`src/rtl/mono_vidport.sv`:
```
// Monochrome video output stage: MDA pixel/sync in, palette-mapped VGA DAC codes out.
// Optional MONO_DIM_EN macro renders intensity-without-video at the dim level.
module mono_vidport #(
  parameter int RW       = 6,
  parameter int GW       = 7,
  parameter int BW       = 6,
  parameter int PIPE     = 2,
  parameter int H_BACK   = 9,
  parameter int H_ACTIVE = 720,
  parameter int V_BACK   = 4,
  parameter int V_ACTIVE = 350,
  parameter bit HS_INV   = 1'b0,
  parameter bit VS_INV   = 1'b1
) (
  input  logic          clk,
  input  logic          busreset,
  input  logic          video,
  input  logic          intensity,
  input  logic          hsync,
  input  logic          vsync,
  input  logic          mode_wr,
  input  logic [1:0]    mode_in,
  input  logic [2:0]    cust_en,
  output logic [RW-1:0] red,
  output logic [GW-1:0] green,
  output logic [BW-1:0] blue,
  output logic          vga_hsync,
  output logic          vga_vsync,
  output logic          frame_start
);

  typedef enum logic [1:0] {PAL_GREEN, PAL_AMBER, PAL_WHITE, PAL_CUSTOM} pal_t;
  typedef enum logic {IDLE, PENDING} state_t;

  localparam logic [15:0] R_FULL = 16'((1 << RW) - 1);
  localparam logic [15:0] G_FULL = 16'((1 << GW) - 1);
  localparam logic [15:0] B_FULL = 16'((1 << BW) - 1);

  function automatic logic [15:0] level_of(input logic [1:0] vi, input logic [15:0] full);
    case (vi)
      2'b11:   level_of = full;
      2'b10:   level_of = full - (full >> 2);
`ifdef MONO_DIM_EN
      2'b01:   level_of = full >> 2;
`endif
      default: level_of = '0;
    endcase
  endfunction

  logic [3:0] in_bus;
  logic [3:0] s_p0;
  assign in_bus = {video, intensity, hsync, vsync};

  // Stage p0: PIPE plain delay registers
  generate
    if (PIPE == 0) begin : g_nopipe
      assign s_p0 = in_bus;
    end else begin : g_pipe
      logic [3:0] stg [PIPE];
      always_ff @(posedge clk) begin
        if (busreset) begin
          for (int i = 0; i < PIPE; i++) stg[i] <= '0;
        end else begin
          stg[0] <= in_bus;
          for (int i = 1; i < PIPE; i++) stg[i] <= stg[i-1];
        end
      end
      assign s_p0 = stg[PIPE-1];
    end
  endgenerate

  // Stage p1: edge detect; sync edges line up with the pixel that carries them
  logic vid_p1, int_p1, hs_p1, vs_p1, hs_rise_p1, vs_rise_p1;
  always_ff @(posedge clk) begin
    if (busreset) begin
      vid_p1 <= 1'b0; int_p1 <= 1'b0; hs_p1 <= 1'b0; vs_p1 <= 1'b0;
      hs_rise_p1 <= 1'b0; vs_rise_p1 <= 1'b0;
    end else begin
      vid_p1     <= s_p0[3];
      int_p1     <= s_p0[2];
      hs_p1      <= s_p0[1];
      vs_p1      <= s_p0[0];
      hs_rise_p1 <= s_p0[1] & ~hs_p1;
      vs_rise_p1 <= s_p0[0] & ~vs_p1;
    end
  end

  logic [10:0] hcount;
  logic [9:0]  vcount;
  always_ff @(posedge clk) begin
    if (busreset) begin
      hcount <= 11'd2047;
      vcount <= 10'd1023;
    end else begin
      if (hs_rise_p1)              hcount <= '0;
      else if (hcount != 11'd2047) hcount <= hcount + 11'd1;
      if (vs_rise_p1)                           vcount <= '0;
      else if (hs_rise_p1 && vcount != 10'd1023) vcount <= vcount + 10'd1;
    end
  end

  pal_t       palette, pending;
  state_t     state;
  logic [2:0] cust;
  // A write coinciding with the vsync edge bypasses the pending register
  always_ff @(posedge clk) begin
    if (busreset) begin
      palette <= PAL_GREEN;
      pending <= PAL_GREEN;
      state   <= IDLE;
      cust    <= '0;
    end else if (mode_wr && vs_rise_p1) begin
      palette <= pal_t'(mode_in);
      cust    <= cust_en;
      state   <= IDLE;
    end else if (mode_wr) begin
      pending <= pal_t'(mode_in);
      state   <= PENDING;
    end else if (state == PENDING && vs_rise_p1) begin
      palette <= pending;
      cust    <= cust_en;
      state   <= IDLE;
    end
  end

  logic        active;
  logic [15:0] r_lvl, g_lvl, b_lvl, r_c, g_c, b_c;
  always_comb begin
    active = (int'(hcount) >= H_BACK) && (int'(hcount) < H_BACK + H_ACTIVE) &&
             (int'(vcount) >= V_BACK) && (int'(vcount) < V_BACK + V_ACTIVE);
    r_lvl = level_of({vid_p1, int_p1}, R_FULL);
    g_lvl = level_of({vid_p1, int_p1}, G_FULL);
    b_lvl = level_of({vid_p1, int_p1}, B_FULL);
    r_c = '0;
    g_c = '0;
    b_c = '0;
    case (palette)
      PAL_GREEN:  g_c = g_lvl;
      PAL_AMBER:  begin r_c = r_lvl; g_c = g_lvl >> 1; end
      PAL_WHITE:  begin r_c = r_lvl; g_c = g_lvl; b_c = b_lvl; end
      PAL_CUSTOM: begin
        r_c = cust[2] ? r_lvl : '0;
        g_c = cust[1] ? g_lvl : '0;
        b_c = cust[0] ? b_lvl : '0;
      end
      default: ;
    endcase
  end

  // Stage p2: registered pins
  always_ff @(posedge clk) begin
    if (busreset) begin
      red         <= '0;
      green       <= '0;
      blue        <= '0;
      vga_hsync   <= HS_INV;
      vga_vsync   <= VS_INV;
      frame_start <= 1'b0;
    end else begin
      red         <= active ? r_c[RW-1:0] : '0;
      green       <= active ? g_c[GW-1:0] : '0;
      blue        <= active ? b_c[BW-1:0] : '0;
      vga_hsync   <= hs_p1 ^ HS_INV;
      vga_vsync   <= vs_p1 ^ VS_INV;
      frame_start <= vs_rise_p1;
    end
  end

endmodule

```
`config.mk`:
```
export PLATFORM = sky130hd
export DESIGN_NAME = mono_vidport
export DESIGN_NICKNAME = d
export VERILOG_FILES = /design/src/rtl/mono_vidport.sv
export SDC_FILE = /design/constraint.sdc
export NUM_CORES = 1
export LEC_CHECK = 0
export CELL_PAD_IN_SITES_DETAIL_PLACEMENT = 1
export CELL_PAD_IN_SITES_GLOBAL_PLACEMENT = 2
export CORE_UTILIZATION = 39
export DETAILED_ROUTE_END_ITERATION = 8
export DONT_BUFFER_PORTS = 1
export PLACE_DENSITY_LB_ADDON = 0.2
export REMOVE_ABC_BUFFERS = 1
export SYNTH_ARGS = -nofsm -noshare
export SYNTH_HDL_FRONTEND = slang
export SYNTH_SLANG_ARGS = --single-unit
```
`constraint.sdc`:
```
create_clock -name clk -period 2.2 [get_ports clk]
set_clock_uncertainty 0.15 [all_clocks]
set_input_delay 0.22 -clock clk [delete_from_list [all_inputs] [get_ports clk]]
set_output_delay 0.22 -clock clk [all_outputs]
set_load 0.05 [all_outputs]
```
* After elaboration in Yosys (flattened, before gate mapping)
Memories as Yosys holds them, arrays and structs flattened.
Cells that the tools add are included.
** Cells by class
- Equal/unequal tests :: 8
- Bitwise gates (word level) :: 8
- Multiplexer cells :: 25
- Order comparisons :: 4
- Add/sub/neg operators :: 2
- Reduce and logical (&&, ||, !) cells :: 17
** Operator list (count)
- $pmux W6 S2 :: 3
- $mux W11 :: 2
- $pmux W7 S3 :: 1
- $mux W10 :: 2
- $pmux W7 S2 :: 1
- $mux W6 :: 2
- $add A11 B1 Y11 const B :: 1
- $ge A11 B4 Y1 const B :: 1
- $lt A11 B10 Y1 const B :: 1
- $ne A11 B11 Y1 const B :: 1
- $add A10 B1 Y10 const B :: 1
- $ge A10 B3 Y1 const B :: 1
- $lt A10 B9 Y1 const B :: 1
- $ne A10 B10 Y1 const B :: 1
- $mux W3 :: 3
- $eq A2 B2 Y1 const B :: 4
- $mux W4 :: 2
- $reduce_bool A2 Y1 :: 4
- $reduce_or A2 Y1 :: 4
- $mux W7 :: 1
- $logic_and A1 B1 Y1 :: 6
- $mux W2 :: 3
- $mux W1 :: 5
- $not A1 Y1 :: 4
- 6 further kinds :: 9
** Storage, ports and cells
- Bits in registers :: 57
- Bits in writable memories :: 8
- Output and inout bits :: 22
- Input bits :: 12
- Memories kept :: 1
- Logic and storage cells :: 83
** Memory list
- g_pipe.stg :: depth 2, bits a word 4, read ports 2, clocked after memory_dff 0, write ports 2, line 59 : logic [3:0] stg [PIPE];

* Longest topological paths before layout
Gate-level depths: netlist of run 1.
- Depth after elaboration :: 6
- Depth in mapped cells :: 6
- Gate-level depth less buffers :: 6

* Least setup slack after synthesis of run 1
No wires, ideal clock.
- Kind :: reg2reg
- Start point :: register hcount[0]
- End point :: register hcount[1]
- Data arrival time :: 1414 ps
- Setup time :: 122 ps
- Stages on the path, launching flop included :: 6
- Required time :: 1928 ps
- Clock period less this slack :: 1686 ps
- Path buffers :: 0
- Setup slack :: 514 ps
- Path through :: dfxtp_1 ha_1 nand4_1 nor3_2 nor3_1 a311o_1
** Between the ends
- Cells in the longest elaborated chain, start to end :: 3
- Elaborated cells on any way between the ends :: 5
** RTL lines
- start, declared :: line 88 : logic [10:0] hcount;
- start signal, assigned :: line 96 : else if (hcount != 11'd2047) hcount <= hcount + 11'd1;
- $add A11 B1 Y11 :: line 96
- $mux W11 :: line 96
- $mux W11 :: line 95 : if (hs_rise_p1) hcount <= '0;
Parallel ways exist; a longest one is shown, timed or not. The select of a mux whose other input is x is not followed.
A chain may end at the register's enable or synchronous reset.

* Worst setup path in the final report of run 1
Ends and elaborated chain as after synthesis.

==> summary.txt, run 1 <==
Yosys
  • Synth area leader: dfxtp_1
  • Cell area after synthesis: roughly 2500 sq um
  • Synth top area cells: dfxtp_1, nor2b_1, ha_1, buf_4, mux2i_1
  • Post-synth top area share: 44.1%
  • Sequential share of the synthesized area: 44.1%
  • Post-synth EDFFs: 0
  • Syn Area/Cell: 9.54 sq um
  • Distinct cells, synth: 45
  • Ys async rst share: 0%
  • Synth warn: 0
  • Post-synthesis cell count: 257
  • FF+latch count, synth: 54
  • Synth Flop Type: dfxtp_1

Power and ir drop
  • Clock share of power: 27.6%
  • Internal power: between 0.0015 and 0.002 W
  • VDD IR max: 369 uV
  • Seq pwr share: 48.7%
  • Leakage: 1.10 nW
  • Net Sw Frac: 33.8%
  • Net switching power: 0.000853 W
  • Power Density: 930 nW/um^2
  • Comb pwr share: about a quarter

Clock tree
  • Total CTS buffers: 5
  • CTS root buffer: clkbuf_8
  • CTS tree: done
  • CTS resizes: 0
  • Cts hold-fix bufs: 11
  • Worst-path clk slew: 110 ps
  • Postcts setup bufs: 0
  • Num Clock Sinks: 54
  • CTS H-tree depth: 2
  • CTS max path bufs: 2
  • Clock Latency Late Sink: between 300 and 400 ps

Cells and area
  • Commonest non-fill, non-tap cells in the layout: dfxtp_1, nor2_1, nor2b_1
  • Fillcell total: 681
  • Commonest non-fill, non-tap cell in the layout: dfxtp_1
  • Layout Area Growth over Synthesis: 10.9%
  • Non-Filler Instances: 338
  • # nets final: 282
  • Share of cells above drive strength 1: 12.9%
  • Post-Route Utilization: 45.4%
  • Diodes inserted: 0

Setup path
  • WP data required: 2250 ps
  • Critical path peak fanout: 7
  • Crit path launch type: register
  • CP arrival: slightly below 2000 ps
  • Worst setup path class: register to register
  • Worst Setup End Kind: register

Outcome
  • Status: complete, no violations

STA
  • Final hold viol count: 0
  • Worst slew pin tran: 900 ps
  • RSZ-0062 raised after global routing: no
  • Tmin final: roughly 1900 ps
  • Slew Viols, Final: 0
  • Worst Slack Setup Final: 288 ps
  • Peak Freq: ~520 MHz
  • Final setup viols: 0
  • WHS: 13.7 ps
  • Sum Neg Setup Slack: 0 ps
  • Worst slew margin: 39.8%
  • Period Utilization, post-route: 86.9%

Placed design
  • Dpl hpwl: 3.56 mm
  • I/O Buffers: 0
  • Pre-CTS WS: just over 300 ps
  • # placed instances: ~320
  • GPL Wtd Cong: 0.730

GRT
  • Congestion Overflow GR: 0
  • Largest net degree at the start of global routing: 26
  • Met2 Resource Use GR: 30.4%
  • M1 GR Usage: 22.7%
  • Gr usage total: 17.9%
  • Most crowded layer after global routing: met2
  • Vias in the first global route: 1880
  • GR Util met3: 3.93%
  • Initial antenna violation count: 0
  • First-pass GRT wire length: 9.10 mm

Run
  • # Max-Cap Violations: 0

Die
  • Die Area: around 6600 sq um
  • Core area: 5990 sq um
  • Site row count: 28
  • Starting density of the core: 40.9%
  • # IOs: 34
  • Die height: ~81 um
  • Die X: 81.3 um

Detailed routing
  • Initial DRC count: 110
  • Routed Antenna Nets: 0
  • Pre-antenna DRT Iters: 4
  • Drt wl/cell: 15.7 um
  • Via/cell ratio: around 5.5
  • DRC viols: 0
  • Via count: between 1500 and 2000
  • Routed WL: 5.31 mm

Hold path
  • Worst Hold Class: primary input to register
-- kinds of logic (layout without fill, tap and decap cells) --
group | count (synthesis) | count (layout) | synth area share (%)
xor gates and xnor gates | 9 | 9 | 3.21
adders and majority gates | 8 | 8 | 4.08
and+or+nand+nor | 96 | 96 | 24.0
AOI/OAI and AO/OA | 50 | 50 | 14.4
muxes | 8 | 8 | 3.27
DFF | 54 | 54 | 44.1
buffers and inverters | 32 | 38 | 6.99
-- worst max-delay path, cell delays in order (launching register included) --
cell and delay (ps):
dfxtp_1 470, ha_1 220, nand4_1 170, nor3_2 400
nor3_1 90, a311o_1 320
-- synth_stat cells, types with 2 or more instances --
master / count
o31ai_1: 6
dfxtp_1: 54
xor2_1: 5
o21ai_0: 10
and3_1: 7
o311ai_1: 4
nor4_2: 4
nand4_1: 6
nor2b_1: 18
clkbuf_1: 7
nor2_1: 19
nor3_1: 11
buf_2: 2
xnor2_1: 4
ha_1: 8
a21oi_1: 7
nor4_1: 3
mux2i_1: 8
buf_4: 11
nand3_1: 4
inv_1: 11
o21ai_1: 8
nand2_1: 11
nor4b_2: 4
nand3_2: 2
a31oi_1: 4
-- flip-flops by register name, summed over array words and instances (netlist names) --
name         count
cust             3
blue             2
pending          2
palette          2
state            1
hs_p1            1
g_pipe.stg       8
hs_rise_p1       1
int_p1           1
red              2
vcount          10
vga_hsync        1
vs_rise_p1       1
hcount          11
frame_start      1
vs_p1            1
vga_vsync        1
green            4
vid_p1           1
-- final timing paths --
kind,startpoint,endpoint,slack [ps],cells past startpoint
setup / recovery,hcount[0]$_SDFFE_PP1P_,hcount[1]$_SDFFE_PP1P_,290,5
hold / removal,mode_in[0],palette[0]$_SDFFE_PP0P_,10,2
setup reg to reg,hcount[0]$_SDFFE_PP1P_,hcount[1]$_SDFFE_PP1P_,290,5
hold reg to reg,vs_p1$_SDFF_PP0_,vga_vsync$_SDFF_PP1_,260,1
-- power groups by stage --
stage / Combinational (W) / Clock (W) / Sequential [W]
2_1_floorplan: 0.000476 / 0 / 0.00120
3_3_place_gp: 0.000574 / 0 / 0.00125
3_5_place_dp: 0.000581 / 0 / 0.00125
4_1_cts: 0.000608 / 0.000725 / 0.00123
5_1_grt: 0.000676 / 0.000750 / 0.00125
6_report: 0.000600 / 0.000697 / 0.00123
-- cell type report --
class,count,area [sq um],share of cell area [%]
multi-input combinational,171,1200,44.1
inverter,11,41.3,1.52
tap,75,93.8,3.45
clock inverter,3,47.5,1.75
sequential,54,1080,39.9
timing repair buffer,19,183,6.72
clock buffer,5,68.8,2.53
-- per-stage QoR --
step | total power [W] | area (sq um)
5_1_grt | 0.00267 | 2720
3_3_place_gp | 0.00182 | 2490
4_1_cts | 0.00256 | 2720
3_5_place_dp | 0.00183 | 2490
6_report | 0.00253 | 2720
2_1_floorplan | 0.00168 | 2320
-- routing by layer --
metal  vias to the layer above  wire (um)
li1                        921          -
met1                       898       2490
met2                        24       2660
met3                         5        118
met4                         0         48
met5                         -          0
Power figures use the tool's default switching activity.
==> run 2, diff against run 1 <==
==> constraint.sdc (replaced) <==
create_clock -name clk -period 1.9 [get_ports clk]
set_clock_uncertainty 0.15 [all_clocks]
set_input_delay 0.19 -clock clk [delete_from_list [all_inputs] [get_ports clk]]
set_output_delay 0.19 -clock clk [all_outputs]
set_load 0.05 [all_outputs]
==> run 2 against run 1 <==
Compared with the run above: critical path type unchanged; worst hold slack improved by 86 ps; sequential cell count did not move; largest cell class unchanged; cell count rose by 2.1%; clock power is 3.6% lower; sequential share of layout area is 1.0 points lower; register-to-register slack got worse by 170 ps; worst setup slack lost 170 ps; largest power group unchanged; via count is 2.4% higher; non-clock buffer count rose by 8; utilization rose by 1.3 points; highest routed layer unchanged; total power rose by 14%.
==> summary.txt, run 2 (synthesis results as in run 1) <==
Outcome
  • Status: complete, no violations (unchanged)

STA
  • Slew Viols, Final: 0 (unchanged)
  • RSZ-0062 raised after global routing: no (unchanged)
  • Tmin final: 1780 ps (was 1910 ps)
  • Worst slew pin tran: 939 ps (was 900 ps)
  • Sum Neg Setup Slack: 0 ps (unchanged)
  • Period Utilization, post-route: 93.6% (was 86.9%)
  • Peak Freq: 562 MHz (was 523 MHz)
  • Final hold viol count: 0 (unchanged)
  • Final setup viols: 0 (unchanged)
  • Worst slew margin: 37.2% (was 39.8%)

Placed design
  • Dpl hpwl: 3.56 mm (about the same)
  • I/O Buffers: 0 (unchanged)
  • # placed instances: 326 (was 319)
  • GPL Wtd Cong: 0.774 (was 0.730)

Die
  • Site row count: 28 (unchanged)
  • Die height: 81.3 um (unchanged)
  • Core area: 5990 sq um (unchanged)
  • Die Area: 6610 sq um (unchanged)
  • Starting density of the core: 40.9% (unchanged)
  • Die X: 81.3 um (unchanged)
  • # IOs: 34 (unchanged)

Setup path
  • Flop2flop setup slack: 120 ps (was 290 ps)
  • CP Depth: 5 (unchanged)
  • Critical-path top delay cell: dfxtp_2 (was dfxtp_1)
  • Cells on worst reg2reg path: 5 (unchanged)
  • Worst-path cell chain: ha_1 -> nand4_1 -> nor3_4 -> nor3_1 -> a311o_1 (was ha_1 -> nand4_1 -> nor3_2 -> nor3_1 -> a311o_1)
  • R2r endpoint: hcount[1]$_SDFFE_PP1P_ (unchanged)
  • Worst reg2reg startpoint: hcount[0]$_SDFFE_PP1P_ (unchanged)
  • Worst setup path class: register to register (unchanged)
  • Top Family by Delay on Critical Path: simple AND/OR/NAND/NOR gates (unchanged)
  • Setup crit start: hcount[0]$_SDFFE_PP1P_ (unchanged)
  • CP bufs+invs: 0 (unchanged)
  • WP data required: 1960 ps (was 2250 ps)
  • Crit path launch type: register (unchanged)
  • Crit path largest cell delay: 410 ps (was 470 ps)
  • CP arrival: 1840 ps (was 1970 ps)
  • Critical path peak fanout: 7 (unchanged)
  • Worst Setup End Kind: register (unchanged)

Cells and area
  • Biggest regs: hcount: 11 flops, vcount: 10 flops, g_pipe.stg: 8 flops (unchanged)
  • Non-Filler Instances: 345 (was 338)
  • Commonest non-fill, non-tap cell in the layout: dfxtp_1 (unchanged)
  • Share of cells above drive strength 1: 17.0% (was 12.9%)
  • Layout Area Growth over Synthesis: 14.0% (was 10.9%)
  • Diodes inserted: 0 (unchanged)
  • Largest register FFs: 11 (unchanged)
  • Most flop-heavy register: hcount (unchanged)
  • # nets final: 290 (was 282)
  • Commonest non-fill, non-tap cells in the layout: dfxtp_1, nor2_1, nor2b_1 (unchanged)

Run
  • # Max-Cap Violations: 0 (unchanged)

Hold path
  • Hold Path End: pending[1]$_SDFFE_PP0P_ (was palette[0]$_SDFFE_PP0P_)
  • Hold Path Stages: 3 (was 2)
  • Worst Hold Class: primary input to register (unchanged)
  • Min-delay src: mode_wr (was mode_in[0])

Clock tree
  • CTS root buffer: clkbuf_8 (unchanged)
  • Worst-path clk slew: 100 ps (was 110 ps)
  • CTS max path bufs: 2 (unchanged)
  • CTS H-tree depth: 2 (unchanged)
  • Num Clock Sinks: 54 (unchanged)
  • CTS tree: done (unchanged)
  • Total CTS buffers: 5 (unchanged)
  • Clock Latency Late Sink: 320 ps (was 310 ps)

Detailed routing
  • Routed WL: 5.25 mm (was 5.31 mm)
  • Routed Antenna Nets: 0 (unchanged)
  • Initial DRC count: 64 (was 110)
  • Drt wl/cell: 15.2 um (was 15.7 um)
  • Pre-antenna DRT Iters: 4 (unchanged)
  • Via/cell ratio: 5.49 (was 5.47)
  • DRC viols: 0 (unchanged)
  • Via count: 1893 (was 1848)

GRT
  • Initial antenna violation count: 0 (unchanged)
  • Most crowded layer after global routing: met2 (unchanged)
  • Congestion Overflow GR: 0 (unchanged)
  • M1 GR Usage: 22.0% (was 22.7%)
  • Gr usage total: 17.7% (was 17.9%)
  • Met2 Resource Use GR: 29.3% (was 30.4%)
  • GR Util met3: 3.82% (was 3.93%)
  • Vias in the first global route: 1881 (was 1880)
  • First-pass GRT wire length: 8.82 mm (was 9.10 mm)
  • Largest net degree at the start of global routing: 26 (unchanged)

Power and ir drop
  • Total power draw: 0.00287 W (was 0.00253 W)
  • Power Density: 1030 nW/um^2 (was 930 nW/um^2)
  • Leakage: 1.13 nW (was 1.10 nW)
  • VDD IR max: 509 uV (was 369 uV)
-- run 2: changes by cell type in the layout (fill, tap and decap cells not counted), moves of 2 or more --
cell      change
buf_4         +7
o311ai_2      +2
o311ai_1      -2
dfxtp_2       +2
dfxtp_1       -2
-- run 2: layout make-up --
type                       count  area [sq um]
clock buffer                   5          68.8
clock inverter                 2          17.5
fill                         684          3190
inverter                      11          41.3
multi-input combinational    171          1230
sequential                    54          1090
tap                           75          93.8
timing repair buffer          27           255
-- run 2: worst max-delay path by stage --
stage | end | slack (ps)
finish | hcount[1]$_SDFFE_PP1P_ | 120
global route | hcount[1]$_SDFFE_PP1P_ | 7
CTS | hcount[7]$_SDFFE_PP1P_ | 20
detailed placement | hcount[1]$_SDFFE_PP1P_ | 30
global placement | hcount[7]$_SDFFE_PP1P_ | 20
floorplan | blue[0] | 7
-- run 2: worst min-delay path, stage by stage --
cell and delay [ps]:
nor2b_1 150, a21oi_1 150, nor2_1 50
-- run 2: what timing repair did --
item                       CTS  global route
resized for setup            0             7
setup endpoints to repair    0            11
hold endpoints to repair    27             0
buffers inserted             0             1
hold buffers                11             0
-- run 2: stage by stage --
| step | utilization, % | setup slack [ps] | cell area (sq um) | hold slack, ps |
|---|---|---|---|---|
| 2_1_floorplan | - | 6.82 | 2320 | 112 |
| 3_3_place_gp | 42.7 | 23.8 | 2560 | 114 |
| 3_5_place_dp | 42.7 | 30.8 | 2560 | 117 |
| 4_1_cts | 46.0 | 17.1 | 2750 | 86.1 |
| 5_1_grt | 46.7 | 7.39 | 2800 | 92.0 |
| 6_report | 46.7 | 121 | 2800 | 99.3 |
-- run 2: where the power goes --
part           total, W  switching [W]  internal, W
Clock          0.000672       0.000409     0.000263
Sequential      0.00140       0.000153      0.00125
Combinational  0.000801       0.000443     0.000358
-- run 2: per-layer routing --
metal  routed length, um  share of wire, %  up-vias
li1                    -                 -      933
met1                2520                48      933
met2                2540                48       21
met3                 117               2.2        6
met4                  80               1.5        0
met5                   0                 0        -
